--- src/rtl/if_fetch_unit_if.sv ---
// Fetch-unit bundle: upstream PC handshake, instruction bus and decode-side FIFO port.
interface if_fetch_unit_if #(
  parameter int ADDR_W = 32,
  parameter int DATA_W = 32
);
  logic              pc_valid_i;
  logic [ADDR_W-1:0] pc_i;
  logic              pc_ready_o;
  logic              ibus_req_o;
  logic [ADDR_W-1:0] ibus_addr_o;
  logic              ibus_gnt_i;
  logic              ibus_rvalid_i;
  logic [DATA_W-1:0] ibus_rdata_i;
  logic              ibus_err_i;
  logic              flush_i;
  logic              id_valid_o;
  logic [ADDR_W-1:0] id_pc_o;
  logic [DATA_W-1:0] id_instr_o;
  logic              id_err_o;
  logic              id_ready_i;

  modport master (
    input  pc_valid_i, pc_i, ibus_gnt_i, ibus_rvalid_i, ibus_rdata_i, ibus_err_i,
           flush_i, id_ready_i,
    output pc_ready_o, ibus_req_o, ibus_addr_o, id_valid_o, id_pc_o, id_instr_o, id_err_o
  );

  modport slave (
    output pc_valid_i, pc_i, ibus_gnt_i, ibus_rvalid_i, ibus_rdata_i, ibus_err_i,
           flush_i, id_ready_i,
    input  pc_ready_o, ibus_req_o, ibus_addr_o, id_valid_o, id_pc_o, id_instr_o, id_err_o
  );
endinterface

--- src/rtl/if_fetch_unit.sv ---
// Instruction fetch: one bus read per accepted PC, in-order FWFT buffer toward decode,
// flush discards everything in flight by counting off the responses still owed.
module if_fetch_unit #(
  parameter int ADDR_W     = 32,
  parameter int DATA_W     = 32,
  parameter int FIFO_DEPTH = 4
) (
  input logic            clk,
  input logic            rst_n,
  if_fetch_unit_if.master bus
);
  localparam int PTR_W = $clog2(FIFO_DEPTH);
  localparam int CNT_W = PTR_W + 1;
  localparam int SUM_W = CNT_W + 1;
  localparam int ENT_W = ADDR_W + DATA_W + 1;

  typedef enum logic [1:0] {IDLE, REQ, DRAIN} state_t;

  state_t            state_q, state_d;
  logic              req_q, req_d, kill_q, kill_d;
  logic [ADDR_W-1:0] addr_q, addr_d;
  logic [CNT_W-1:0]  outstanding_q, outstanding_d;
  logic [CNT_W-1:0]  drop_q, drop_d;
  logic [CNT_W-1:0]  fifo_cnt_q, fifo_cnt_d;
  logic [PTR_W-1:0]  pcq_wr_q, pcq_rd_q, fifo_wr_q, fifo_rd_q;
  logic [ADDR_W-1:0] pcq_mem  [FIFO_DEPTH];
  logic [ENT_W-1:0]  fifo_mem [FIFO_DEPTH];

  logic             flush, credit_ok, gnt_ok, rsp_ok, deliver, pcq_push, id_pop, pc_ready;
  logic [SUM_W-1:0] credit_sum;

  assign flush      = bus.flush_i;
  assign credit_sum = SUM_W'(outstanding_q) + SUM_W'(fifo_cnt_q) + SUM_W'(req_q);
  assign credit_ok  = credit_sum < SUM_W'(FIFO_DEPTH);
  assign gnt_ok     = req_q & bus.ibus_gnt_i;
  assign rsp_ok     = bus.ibus_rvalid_i & (outstanding_q != '0);
  assign deliver    = rsp_ok & (drop_q == '0) & ~flush;
  assign pcq_push   = gnt_ok & ~kill_q & ~flush;
  assign id_pop     = (fifo_cnt_q != '0) & bus.id_ready_i & ~flush;

  // While draining, every outstanding response is owed to the drop counter, so a flush
  // simply re-derives the count from outstanding.
  always_comb begin
    outstanding_d = outstanding_q + CNT_W'(gnt_ok) - CNT_W'(rsp_ok);
    if (flush) drop_d = outstanding_d;
    else       drop_d = drop_q + CNT_W'(gnt_ok & kill_q) - CNT_W'(rsp_ok & (drop_q != '0));
    if (flush) fifo_cnt_d = '0;
    else       fifo_cnt_d = fifo_cnt_q + CNT_W'(deliver) - CNT_W'(id_pop);
  end

  always_comb begin
    state_d  = state_q;
    req_d    = req_q;
    addr_d   = addr_q;
    kill_d   = kill_q;
    pc_ready = 1'b0;
    case (state_q)
      IDLE: begin
        pc_ready = credit_ok & ~flush;
        if (flush) begin
          state_d = (drop_d != '0) ? DRAIN : IDLE;
        end else if (bus.pc_valid_i && credit_ok) begin
          req_d   = 1'b1;
          addr_d  = bus.pc_i;
          state_d = REQ;
        end
      end
      REQ: begin
        if (kill_q) begin
          if (gnt_ok) begin
            req_d   = 1'b0;
            kill_d  = 1'b0;
            state_d = DRAIN;
          end
        end else if (flush) begin
          // An ungranted request must stay on the bus; its response is killed later.
          if (gnt_ok) begin
            req_d   = 1'b0;
            state_d = (drop_d != '0) ? DRAIN : IDLE;
          end else begin
            kill_d = 1'b1;
          end
        end else if (gnt_ok) begin
          pc_ready = credit_ok;
          if (bus.pc_valid_i && credit_ok) begin
            addr_d = bus.pc_i;
          end else begin
            req_d   = 1'b0;
            state_d = IDLE;
          end
        end
      end
      DRAIN: begin
        if (drop_d == '0) state_d = IDLE;
      end
      default: state_d = IDLE;
    endcase
  end

  always_ff @(posedge clk) begin
    if (!rst_n) begin
      state_q       <= IDLE;
      req_q         <= 1'b0;
      kill_q        <= 1'b0;
      addr_q        <= '0;
      outstanding_q <= '0;
      drop_q        <= '0;
      fifo_cnt_q    <= '0;
      pcq_wr_q      <= '0;
      pcq_rd_q      <= '0;
      fifo_wr_q     <= '0;
      fifo_rd_q     <= '0;
    end else begin
      state_q       <= state_d;
      req_q         <= req_d;
      kill_q        <= kill_d;
      addr_q        <= addr_d;
      outstanding_q <= outstanding_d;
      drop_q        <= drop_d;
      fifo_cnt_q    <= fifo_cnt_d;
      if (flush) begin
        pcq_wr_q  <= '0;
        pcq_rd_q  <= '0;
        fifo_wr_q <= '0;
        fifo_rd_q <= '0;
      end else begin
        if (pcq_push) pcq_wr_q  <= pcq_wr_q + PTR_W'(1);
        if (deliver)  pcq_rd_q  <= pcq_rd_q + PTR_W'(1);
        if (deliver)  fifo_wr_q <= fifo_wr_q + PTR_W'(1);
        if (id_pop)   fifo_rd_q <= fifo_rd_q + PTR_W'(1);
      end
    end
  end

  always_ff @(posedge clk) begin
    if (pcq_push) pcq_mem[pcq_wr_q] <= addr_q;
    if (deliver)  fifo_mem[fifo_wr_q] <= {pcq_mem[pcq_rd_q], bus.ibus_rdata_i, bus.ibus_err_i};
  end

  assign bus.pc_ready_o  = pc_ready & rst_n;
  assign bus.ibus_req_o  = req_q;
  assign bus.ibus_addr_o = addr_q;
  assign bus.id_valid_o  = fifo_cnt_q != '0;
  assign {bus.id_pc_o, bus.id_instr_o, bus.id_err_o} = fifo_mem[fifo_rd_q];
endmodule

--- src/flat_wrapper.sv ---
// flat-port wrapper written by rule: the top's interface ports become plain ports
module if_fetch_unit_flat 
#(
  parameter int ADDR_W     = 32,
  parameter int DATA_W     = 32,
  parameter int FIFO_DEPTH = 4
)
  (clk, rst_n, bus_pc_valid_i, bus_pc_i, bus_ibus_gnt_i, bus_ibus_rvalid_i, bus_ibus_rdata_i, bus_ibus_err_i, bus_flush_i, bus_id_ready_i, bus_pc_ready_o, bus_ibus_req_o, bus_ibus_addr_o, bus_id_valid_o, bus_id_pc_o, bus_id_instr_o, bus_id_err_o);
  if_fetch_unit_if #(.ADDR_W(ADDR_W), .DATA_W(DATA_W)) bus_i ();
  input logic clk;
  input logic rst_n;
  input wire logic [$bits(bus_i.pc_valid_i)-1:0] bus_pc_valid_i;
  input wire logic [$bits(bus_i.pc_i)-1:0] bus_pc_i;
  input wire logic [$bits(bus_i.ibus_gnt_i)-1:0] bus_ibus_gnt_i;
  input wire logic [$bits(bus_i.ibus_rvalid_i)-1:0] bus_ibus_rvalid_i;
  input wire logic [$bits(bus_i.ibus_rdata_i)-1:0] bus_ibus_rdata_i;
  input wire logic [$bits(bus_i.ibus_err_i)-1:0] bus_ibus_err_i;
  input wire logic [$bits(bus_i.flush_i)-1:0] bus_flush_i;
  input wire logic [$bits(bus_i.id_ready_i)-1:0] bus_id_ready_i;
  output wire logic [$bits(bus_i.pc_ready_o)-1:0] bus_pc_ready_o;
  output wire logic [$bits(bus_i.ibus_req_o)-1:0] bus_ibus_req_o;
  output wire logic [$bits(bus_i.ibus_addr_o)-1:0] bus_ibus_addr_o;
  output wire logic [$bits(bus_i.id_valid_o)-1:0] bus_id_valid_o;
  output wire logic [$bits(bus_i.id_pc_o)-1:0] bus_id_pc_o;
  output wire logic [$bits(bus_i.id_instr_o)-1:0] bus_id_instr_o;
  output wire logic [$bits(bus_i.id_err_o)-1:0] bus_id_err_o;
  assign bus_i.pc_valid_i = bus_pc_valid_i;
  assign bus_i.pc_i = bus_pc_i;
  assign bus_i.ibus_gnt_i = bus_ibus_gnt_i;
  assign bus_i.ibus_rvalid_i = bus_ibus_rvalid_i;
  assign bus_i.ibus_rdata_i = bus_ibus_rdata_i;
  assign bus_i.ibus_err_i = bus_ibus_err_i;
  assign bus_i.flush_i = bus_flush_i;
  assign bus_i.id_ready_i = bus_id_ready_i;
  assign bus_pc_ready_o = bus_i.pc_ready_o;
  assign bus_ibus_req_o = bus_i.ibus_req_o;
  assign bus_ibus_addr_o = bus_i.ibus_addr_o;
  assign bus_id_valid_o = bus_i.id_valid_o;
  assign bus_id_pc_o = bus_i.id_pc_o;
  assign bus_id_instr_o = bus_i.id_instr_o;
  assign bus_id_err_o = bus_i.id_err_o;
  if_fetch_unit #(.ADDR_W(ADDR_W), .DATA_W(DATA_W), .FIFO_DEPTH(FIFO_DEPTH)) u_core (.clk(clk), .rst_n(rst_n), .bus(bus_i));
endmodule
--- config.mk ---
export PLATFORM = sky130hd
export DESIGN_NAME = if_fetch_unit_flat
export DESIGN_NICKNAME = d
export VERILOG_FILES = /design/src/rtl/if_fetch_unit_if.sv /design/src/rtl/if_fetch_unit.sv /design/src/flat_wrapper.sv
export SDC_FILE = /design/constraint.sdc
export NUM_CORES = 1
export LEC_CHECK = 0
export ABC_AREA = 1
export CAP_MARGIN = 20
export CORE_MARGIN = 2
export CORE_UTILIZATION = 50
export DETAILED_ROUTE_END_ITERATION = 8
export PLACE_DENSITY = 0.72
export SYNTH_ARGS = -nofsm -noshare
export SYNTH_HDL_FRONTEND = slang
export SYNTH_SLANG_ARGS = --single-unit
--- constraint.sdc ---
create_clock -name clk -period 9.2 [get_ports clk]
set_clock_uncertainty 0.1 [all_clocks]
set_input_delay 1.38 -clock clk [delete_from_list [all_inputs] [get_ports clk]]
set_output_delay 1.38 -clock clk [all_outputs]
set_load 0.02 [all_outputs]
==> flow_summary.toml, run 1 <==
[yosys]
synth_seq_cells = 445
synth_common_cells = "388 x edfxtp_1, 280 x nor2_1, 222 x o21ai_0"
synth_top_area_share = 0.688
synth-edff-count = 388
synth_area_sq_mm = 0.0169
synthSimpleGateAreaFrac = 0.0797
synth_nets = 1379
synthCells = 1287
synthFlopType = "edfxtp_1"
synth_xor_area_frac = 0.000517
synth_most_common_cell = "edfxtp_1"
synthMuxAreaShare = 0
synthAdderAreaFrac = 0.0161
synth_top_cells_by_area = "edfxtp_1 69%, dfxtp_1 6.7%, o21ai_0 6.6%"
synth_compound_gate_area_share = 0.113
async_flop_share = 0
ys_warn_count = 0
synth_cell_types = 36
yosysSeqAreaShare = 0.755
yosys.area.top_type = "edfxtp_1"
syn_avg_cell_area_sq_um = 13.2
synth_top_family_by_area = "compound AO/OA/AOI/OAI gates"

[floorplan]
initial_core_util = 0.506
dieArea_sq_mm = 0.0354
dieWidth_um = 188
num_rows = 67
ioPinCount = 172
die_h_um = 188
core_area_sq_mm = 0.0334

[cts]
cts_sinks = 445
clockBufferDepth = 3
post_cts.repair.setup_buffers = 0
clk_pin_slew_ns = 0.06
cts_tree = "built"
ctsHtreeMaxLevel = 2
ctsRootBufferMaster = "clkbuf_16"
cts_made_buffers = 45
cts_resized = 0
clkLatencyLatePin_ns = 0.54
ctsHoldBuffers = 0

[timing]
clock.fmax_mhz = 204
finalWorstSetupSlack_ns = 4.29
finalHoldViolCount = 0
period_minus_slack_ns = 4.91
finalSetupViolCount = 0
relSlewSlack = 0.317
hold_slack_ns = 0.372
drv_slew = 0
tightestPinTransition_ns = 1.02
finalCritPeriodShare = 0.534
tns_ns = 0
rsz0062_at_grt = "no"

[placement]
dp_hpwl_mm = 19.0
portBuffers = 171
routabilityCongestion = 0.787
dpl_worst_slack_ns = 3.76
place_inst = 1849
post_dp_cell_area_sq_mm = 0.0190

[pwr]
total_power_mw = 4.92
power_density_mw_per_mm2 = 241
power_leakage_nw = 6.99
ir_drop_uv = 118

[setup_path]
worstSetupPathType = "in2out"
critical_path.max_fanout = 9
r2r_setup_slack_ns = 6.09
arrival_ns = 3.43
crit_path_end_kind = "output pin"
worstSetupStartpointType = "input port"
required_ns = 7.72
startpoint = "bus_flush_i"
r2r_start = "u_core.outstanding_q[1]$_SDFF_PN0_"

[job]
cap_violations = 0

[cells_and_area]
layout-drive-gt1-share = 0.0727
diodes = 0
post-route-util = 0.612
nNetsFinal = 1541
instances_no_fill = 1933
areaGrowthSynthToFinish_pct = 20.8
stdcell_area_sq_mm = 0.0205

[worst_hold_path]
hold_path_class = "reg2reg"
min_from = "u_core.pcq_rd_q[1]$_SDFFE_PP0P_"

[grt]
grt_pass1_wl_mm = 52.7
grt_usage = 0.189
grt-ovfl-total = 0
grt_max_degree = 95
grt_pass1_vias = 10000
antenna_found_initial = 0

[route]
drt_iter0_drc = 756
routed_wl_mm = 33.9
first_pass_iters = 5
ant_nets = 0
num_vias = 10300
route.detailed.drc = 0
vias_per_cell = 5.34
drt-wirelength-per-cell_um = 17.6

[outcome]
status = "completed"
-- cell type report --
class,count,area (sq um)
inverters,56,220
clock buffers,58,1250
fillers,2514,13000
repair buffers,187,1840
well taps,448,561
multi-input cells,714,3590
clock inverters,25,203
flip-flops and latches,445,12800
-- sequential cells by signal, indices dropped and copies added (netlist names), named ones only --
signal / count
u_core.fifo_rd_q: 2
u_core.fifo_cnt_q: 3
u_core.bus.ibus_addr_o: 32
u_core.pcq_wr_q: 2
u_core.drop_q: 3
u_core.bus.ibus_req_o: 1
u_core.fifo_wr_q: 2
u_core.outstanding_q: 3
u_core.kill_q: 1
u_core.state_q: 2
u_core.pcq_mem: 128
u_core.pcq_rd_q: 2
u_core.fifo_mem: 260
-- report_power, final --
group / switching [mW] / total (mW) / internal [mW] / leakage [nW]
Combinational: 0.430 / 0.713 / 0.283 / 2.29
Clock: 0.715 / 1.75 / 1.04 / 0.711
Sequential: 0.0850 / 2.46 / 2.37 / 3.99
-- cell families after synthesis --
kind of cell	after synthesis
adder cells (fa/ha/maj)	20
buffers and inverters	128
AO/OA/AOI/OAI	353
XOR/XNOR	1
flip-flops	445
AND/OR/NAND/NOR	340
-- worst max-delay path, cell delays in order --
cell	delay [ns]
clkdlybuf4s50_1	0.68
inv_1	0.28
nand2_1	0.14
o21ai_4	0.10
nor3b_1	0.22
clkdlybuf4s50_1	0.64
-- path summary, 6_finish.rpt --
check / to / depth (start not counted)
setup / recovery: bus_pc_ready_o / 6
hold / removal: register / 2
setup reg to reg: u_core.fifo_mem[0][50]$_DFFE_PP_ / 7
hold reg to reg: register / 2
-- layer usage --
layer	GRT usage	part of all wire	up-vias	wire length [um]
met5	0	0	-	0
met1	0.254	0.45	4969	15200
met3	0.0324	0.052	61	1770
li1	-	-	4997	-
met2	0.317	0.48	295	16200
met4	0.0606	0.023	0	787
-- cell usage in the layout (no fill, tap or decap), types with 2 or more instances in the layout --
cell,count
o21ai_0,222
ha_1,17
o21ai_1,13
nor2_1,272
buf_4,15
nand2_4,2
clkdlybuf4s50_1,171
clkinv_1,13
fa_1,3
bufinv_16,3
dfxtp_1,54
nor2_4,5
nand3_1,8
clkbuf_1,7
nand2_2,2
nand2_1,39
clkbuf_16,46
clkbuf_8,5
o22ai_1,97
clkinv_2,7
inv_1,50
edfxtp_1,388
inv_2,3
dfxtp_2,2
nor2_2,5
a21oi_1,17
nor3_1,2
Power figures use the tool's default switching activity.
==> inputs of run 2 (changes only) <==
==> constraint.sdc (replaced) <==
create_clock -name clk -period 4.9 [get_ports clk]
set_clock_uncertainty 0.1 [all_clocks]
set_input_delay 0.735 -clock clk [delete_from_list [all_inputs] [get_ports clk]]
set_output_delay 0.735 -clock clk [all_outputs]
set_load 0.02 [all_outputs]
==> flow_summary.toml, run 2 (same netlist as run 1, synthesis figures left out) <==
[cells_and_area]
areaGrowthSynthToFinish_pct = 20.5
mostFrequentLayoutCells = "388 x edfxtp_1, 272 x nor2_1, 222 x o21ai_0"
largest_reg_flops = 260
top_register = "u_core.fifo_mem"
final_common_cell = "edfxtp_1"
nNetsFinal = 1542
layout-drive-gt1-share = 0.0702
diodes = 0
num-fill-cells = 2495

[worst_hold_path]
hold_path_class = "reg2reg"
min_from = "u_core.pcq_rd_q[0]$_SDFFE_PP0P_"

[grt]
grt_pass1_vias = 9963
use_met1 = 0.263
grt-ovfl-total = 0
use_met2 = 0.318
busiest_layer = "met2"
grt_pass1_wl_mm = 53.1
grt_usage = 0.191
globalRouteMet3Util = 0.0271
grt_max_degree = 68
antenna_found_initial = 0

[cts]
ctsRootBufferMaster = "clkbuf_16"
cts_tree = "built"
ctsHtreeMaxLevel = 2
cts_made_buffers = 44
clk_pin_slew_ns = 0.06
cts_resized = 0
cts_sinks = 445
clockBufferDepth = 3
clkLatencyLatePin_ns = 0.54
ctsHoldBuffers = 0
post_cts.repair.setup_buffers = 0

[route]
num_vias = 10300
drt_iter0_drc = 723
route.detailed.drc = 0
vias_per_cell = 5.33
first_pass_iters = 5
ant_nets = 0
routed_wl_mm = 34.0
drt-wirelength-per-cell_um = 17.6

[setup_path]
crit_slowest_cell = "clkdlybuf4s50_1"
required_ns = 4.07
cp_num_buf_inv = 3
r2r_start = "u_core.outstanding_q[1]$_SDFF_PN0_"
critPathTopFamily = "buffers and inverters"
crit_path_end_kind = "output pin"
critical_path.max_fanout = 67
worstSetupPathType = "reg2out"
arrival_ns = 2.94
worstSetupStartpointType = "register"
path_cells = "inv_4 -> buf_12 -> o21ai_0 -> o22ai_1 -> clkdlybuf4s50_1"
max_stage_delay_ns = 0.66

[timing]
rsz0062_at_grt = "no"
finalWorstSetupSlack_ns = 1.12
drv_slew = 0
clock.fmax_mhz = 265
finalHoldViolCount = 0
finalCritPeriodShare = 0.771
hold_slack_ns = 0.374
tns_ns = 0
period_minus_slack_ns = 3.78
tightestPinTransition_ns = 0.945
relSlewSlack = 0.370
finalSetupViolCount = 0

[outcome]
status = "completed"

[pwr]
total_power_mw = 9.02
power_density_mw_per_mm2 = 442
ir_drop_uv = 316
clkPwrFrac = 0.340
p_sw_mw = 2.29
comb_power_share = 0.149
switching_share = 0.254
seqPwrFrac = 0.512
intPower_mw = 6.72
power_leakage_nw = 6.95

[floorplan]
num_rows = 67
die_h_um = 188
ioPinCount = 172
initial_core_util = 0.506
dieArea_sq_mm = 0.0354
dieWidth_um = 188
core_area_sq_mm = 0.0334

[job]
cap_violations = 0

[placement]
dpl_worst_slack_ns = 1.28
routabilityCongestion = 0.769
dp_hpwl_mm = 19.8
portBuffers = 171
==> run 2: worst paths after layout <==
kind,slack (ns),depth (start not counted),to
worst max-delay path,1.12,5,bus_id_pc_o[3]
worst min-delay path,0.37,1,register
worst max register to register,2.26,7,u_core.fifo_mem[2][23]$_DFFE_PP_
worst min register to register,0.37,1,register
==> run 2: cell type report <==
cell class	count	area, sq um	share of cell area
clock buffer	55	1160	0.0570
multi-input combinational	714	3590	0.176
sequential	445	12800	0.627
inverter	56	220	0.0108
timing repair buffer	189	1920	0.0942
tap	448	561	0.0275
clock inverter	23	149	0.00730
==> run 2: layer usage <==
layer / share of wire / vias up
met5: 0 / -
met4: 0.019 / 0
met3: 0.054 / 44
met2: 0.48 / 305
met1: 0.45 / 4955
li1: - / 4991
==> run 2: per-stage QoR <==
stage / instance area (sq um) / cells / utilization
after floorplan: 16900 / 1287 / -
after global placement: 19100 / 1852 / 0.571
after detailed placement: 19100 / 1852 / 0.571
after CTS: 20400 / 1930 / 0.610
after global routing: 20400 / 1930 / 0.610
final: 20400 / 1930 / 0.610
==> run 2: power groups by stage <==
stage	Clock, mW	Sequential [mW]	Combinational (mW)
after detailed placement	0	4.70	1.35
after global placement	0	4.68	1.32
after global routing	3.28	4.65	1.47
final	3.06	4.62	1.34
after CTS	3.13	4.62	1.35
after floorplan	0	4.73	0.751
==> inputs of run 3 (changes only) <==
--- a/config.mk
+++ b/config.mk
@@ -10,7 +10,7 @@
 export CORE_MARGIN = 2
 export CORE_UTILIZATION = 50
 export DETAILED_ROUTE_END_ITERATION = 8
-export PLACE_DENSITY = 0.72
+export PLACE_DENSITY = 0.74
 export SYNTH_ARGS = -nofsm -noshare
 export SYNTH_HDL_FRONTEND = slang
 export SYNTH_SLANG_ARGS = --single-unit
==> constraint.sdc (replaced) <==
create_clock -name clk -period 3.4 [get_ports clk]
set_clock_uncertainty 0.1 [all_clocks]
set_input_delay 0.51 -clock clk [delete_from_list [all_inputs] [get_ports clk]]
set_output_delay 0.51 -clock clk [all_outputs]
set_load 0.02 [all_outputs]
==> flow_summary.toml, run 3 (same netlist as run 1, synthesis figures left out) <==
[outcome]
status = "completed"

[placement]
portBuffers = 171
post_dp_cell_area_sq_mm = 0.0191
routabilityCongestion = 0.808
dp_hpwl_mm = 19.6

[floorplan]
die_h_um = 188
ioPinCount = 172
core_area_sq_mm = 0.0334
initial_core_util = 0.506
num_rows = 67
dieWidth_um = 188
dieArea_sq_mm = 0.0354

[route]
num_vias = 10400
ant_nets = 0
route.detailed.drc = 0
routed_wl_mm = 34.2
first_pass_iters = 7
vias_per_cell = 5.38
drt_iter0_drc = 888
drt-wirelength-per-cell_um = 17.7

[setup_path]
arrival_ns = 2.57
required_ns = 2.79
crit_path_end_kind = "output pin"
critical_path.max_fanout = 66
worstSetupPathType = "reg2out"
worstSetupStartpointType = "register"

[grt]
grt_max_degree = 67
grt_usage = 0.192
antenna_found_initial = 0
grt_pass1_wl_mm = 53.5
grt_pass1_vias = 10100
grt-ovfl-total = 0

[worst_hold_path]
hold_path_class = "reg2reg"

[pwr]
power_leakage_nw = 7.00
power_density_mw_per_mm2 = 640
ir_drop_uv = 346

[timing]
clock.fmax_mhz = 315
tightestPinTransition_ns = 0.629
finalSetupViolCount = 0
rsz0062_at_grt = "no"
period_minus_slack_ns = 3.18
drv_slew = 0
finalCritPeriodShare = 0.934
tns_ns = 0
relSlewSlack = 0.581
finalHoldViolCount = 0

[cells_and_area]
top_register = "u_core.fifo_mem"
final_common_cell = "edfxtp_1"
num-fill-cells = 2472
layout-drive-gt1-share = 0.0759
areaGrowthSynthToFinish_pct = 21.1
mostFrequentLayoutCells = "388 x edfxtp_1, 272 x nor2_1, 222 x o21ai_0"
stdcell_area_sq_mm = 0.0205
largest_reg_flops = 260
nNetsFinal = 1548
diodes = 0

[cts]
post_cts.repair.setup_buffers = 0
cts_resized = 0
ctsRootBufferMaster = "clkbuf_16"
ctsHtreeMaxLevel = 2
clk_pin_slew_ns = 0.06
clockBufferDepth = 3
ctsHoldBuffers = 0
clkLatencyLatePin_ns = 0.56
cts_tree = "built"
cts_sinks = 445
cts_made_buffers = 43

[job]
cap_violations = 0
==> run 3: changes by cell type in the layout (fill, tap and decap cells not counted), sizes merged <==
cell / delta
buf: +7
clkinv: +6
clkbuf: -4
inv: -3
bufinv: +1
==> run 3: routing by layer <==
| layer | share of wire | GRT usage | vias up |
|---|---|---|---|
| li1 | - | - | 5014 |
| met1 | 0.43 | 0.263 | 5024 |
| met2 | 0.48 | 0.318 | 335 |
| met3 | 0.062 | 0.0337 | 54 |
| met4 | 0.022 | 0.0572 | 0 |
| met5 | 0 | 0 | - |
==> run 3: path summary, 6_finish.rpt <==
| check | endpoint | depth (start not counted) | start | slack [ns] |
|---|---|---|---|---|
| setup / recovery | bus_id_err_o | 5 | register | 0.22 |
| hold / removal | register | 1 | u_core.pcq_rd_q[0]$_SDFFE_PP0P_ | 0.37 |
| setup reg to reg | u_core.state_q[0]$_SDFFE_PN0P_ | 14 | u_core.outstanding_q[1]$_SDFF_PN0_ | 0.82 |
| hold reg to reg | register | 1 | u_core.pcq_rd_q[0]$_SDFFE_PP0P_ | 0.37 |
==> run 3: cell type report <==
type / count / area [sq um] / share of cell area
clock buffers: 51 / 1140 / 0.0555
clock inverters: 27 / 220 / 0.0107
inverters: 56 / 224 / 0.0109
multi-input cells: 714 / 3590 / 0.175
flip-flops and latches: 445 / 12800 / 0.624
well taps: 448 / 561 / 0.0273
repair buffers: 196 / 1970 / 0.0961
==> run 3: critical path, stage by stage (launching register included) <==
cell and delay [ns]:
dfxtp_4 0.40, inv_6 0.24, buf_12 0.30, o21ai_0 0.14, o22ai_1 0.23, clkdlybuf4s50_1 0.66
==> run 3: power by group <==
group	total (mW)	switching, mW	leakage, nW	internal, mW
clock network	4.52	1.96	0.662	2.56
registers	6.65	0.230	3.99	6.42
logic	1.95	1.17	2.35	0.775
total	13.1	3.36	7.00	9.75
==> run 3: metrics by stage <==
stage	worst slack (ns)	cells	hold WS, ns	util	power (mW)
after detailed placement	0.351	1859	0.353	0.572	8.71
after floorplan	-0.978	1287	0.336	-	7.90
after CTS	0.0619	1937	0.364	0.613	13.2
final	0.224	1937	0.369	0.613	13.1
after global routing	0.0658	1937	0.388	0.613	13.7
after global placement	0.360	1859	0.347	0.572	8.65
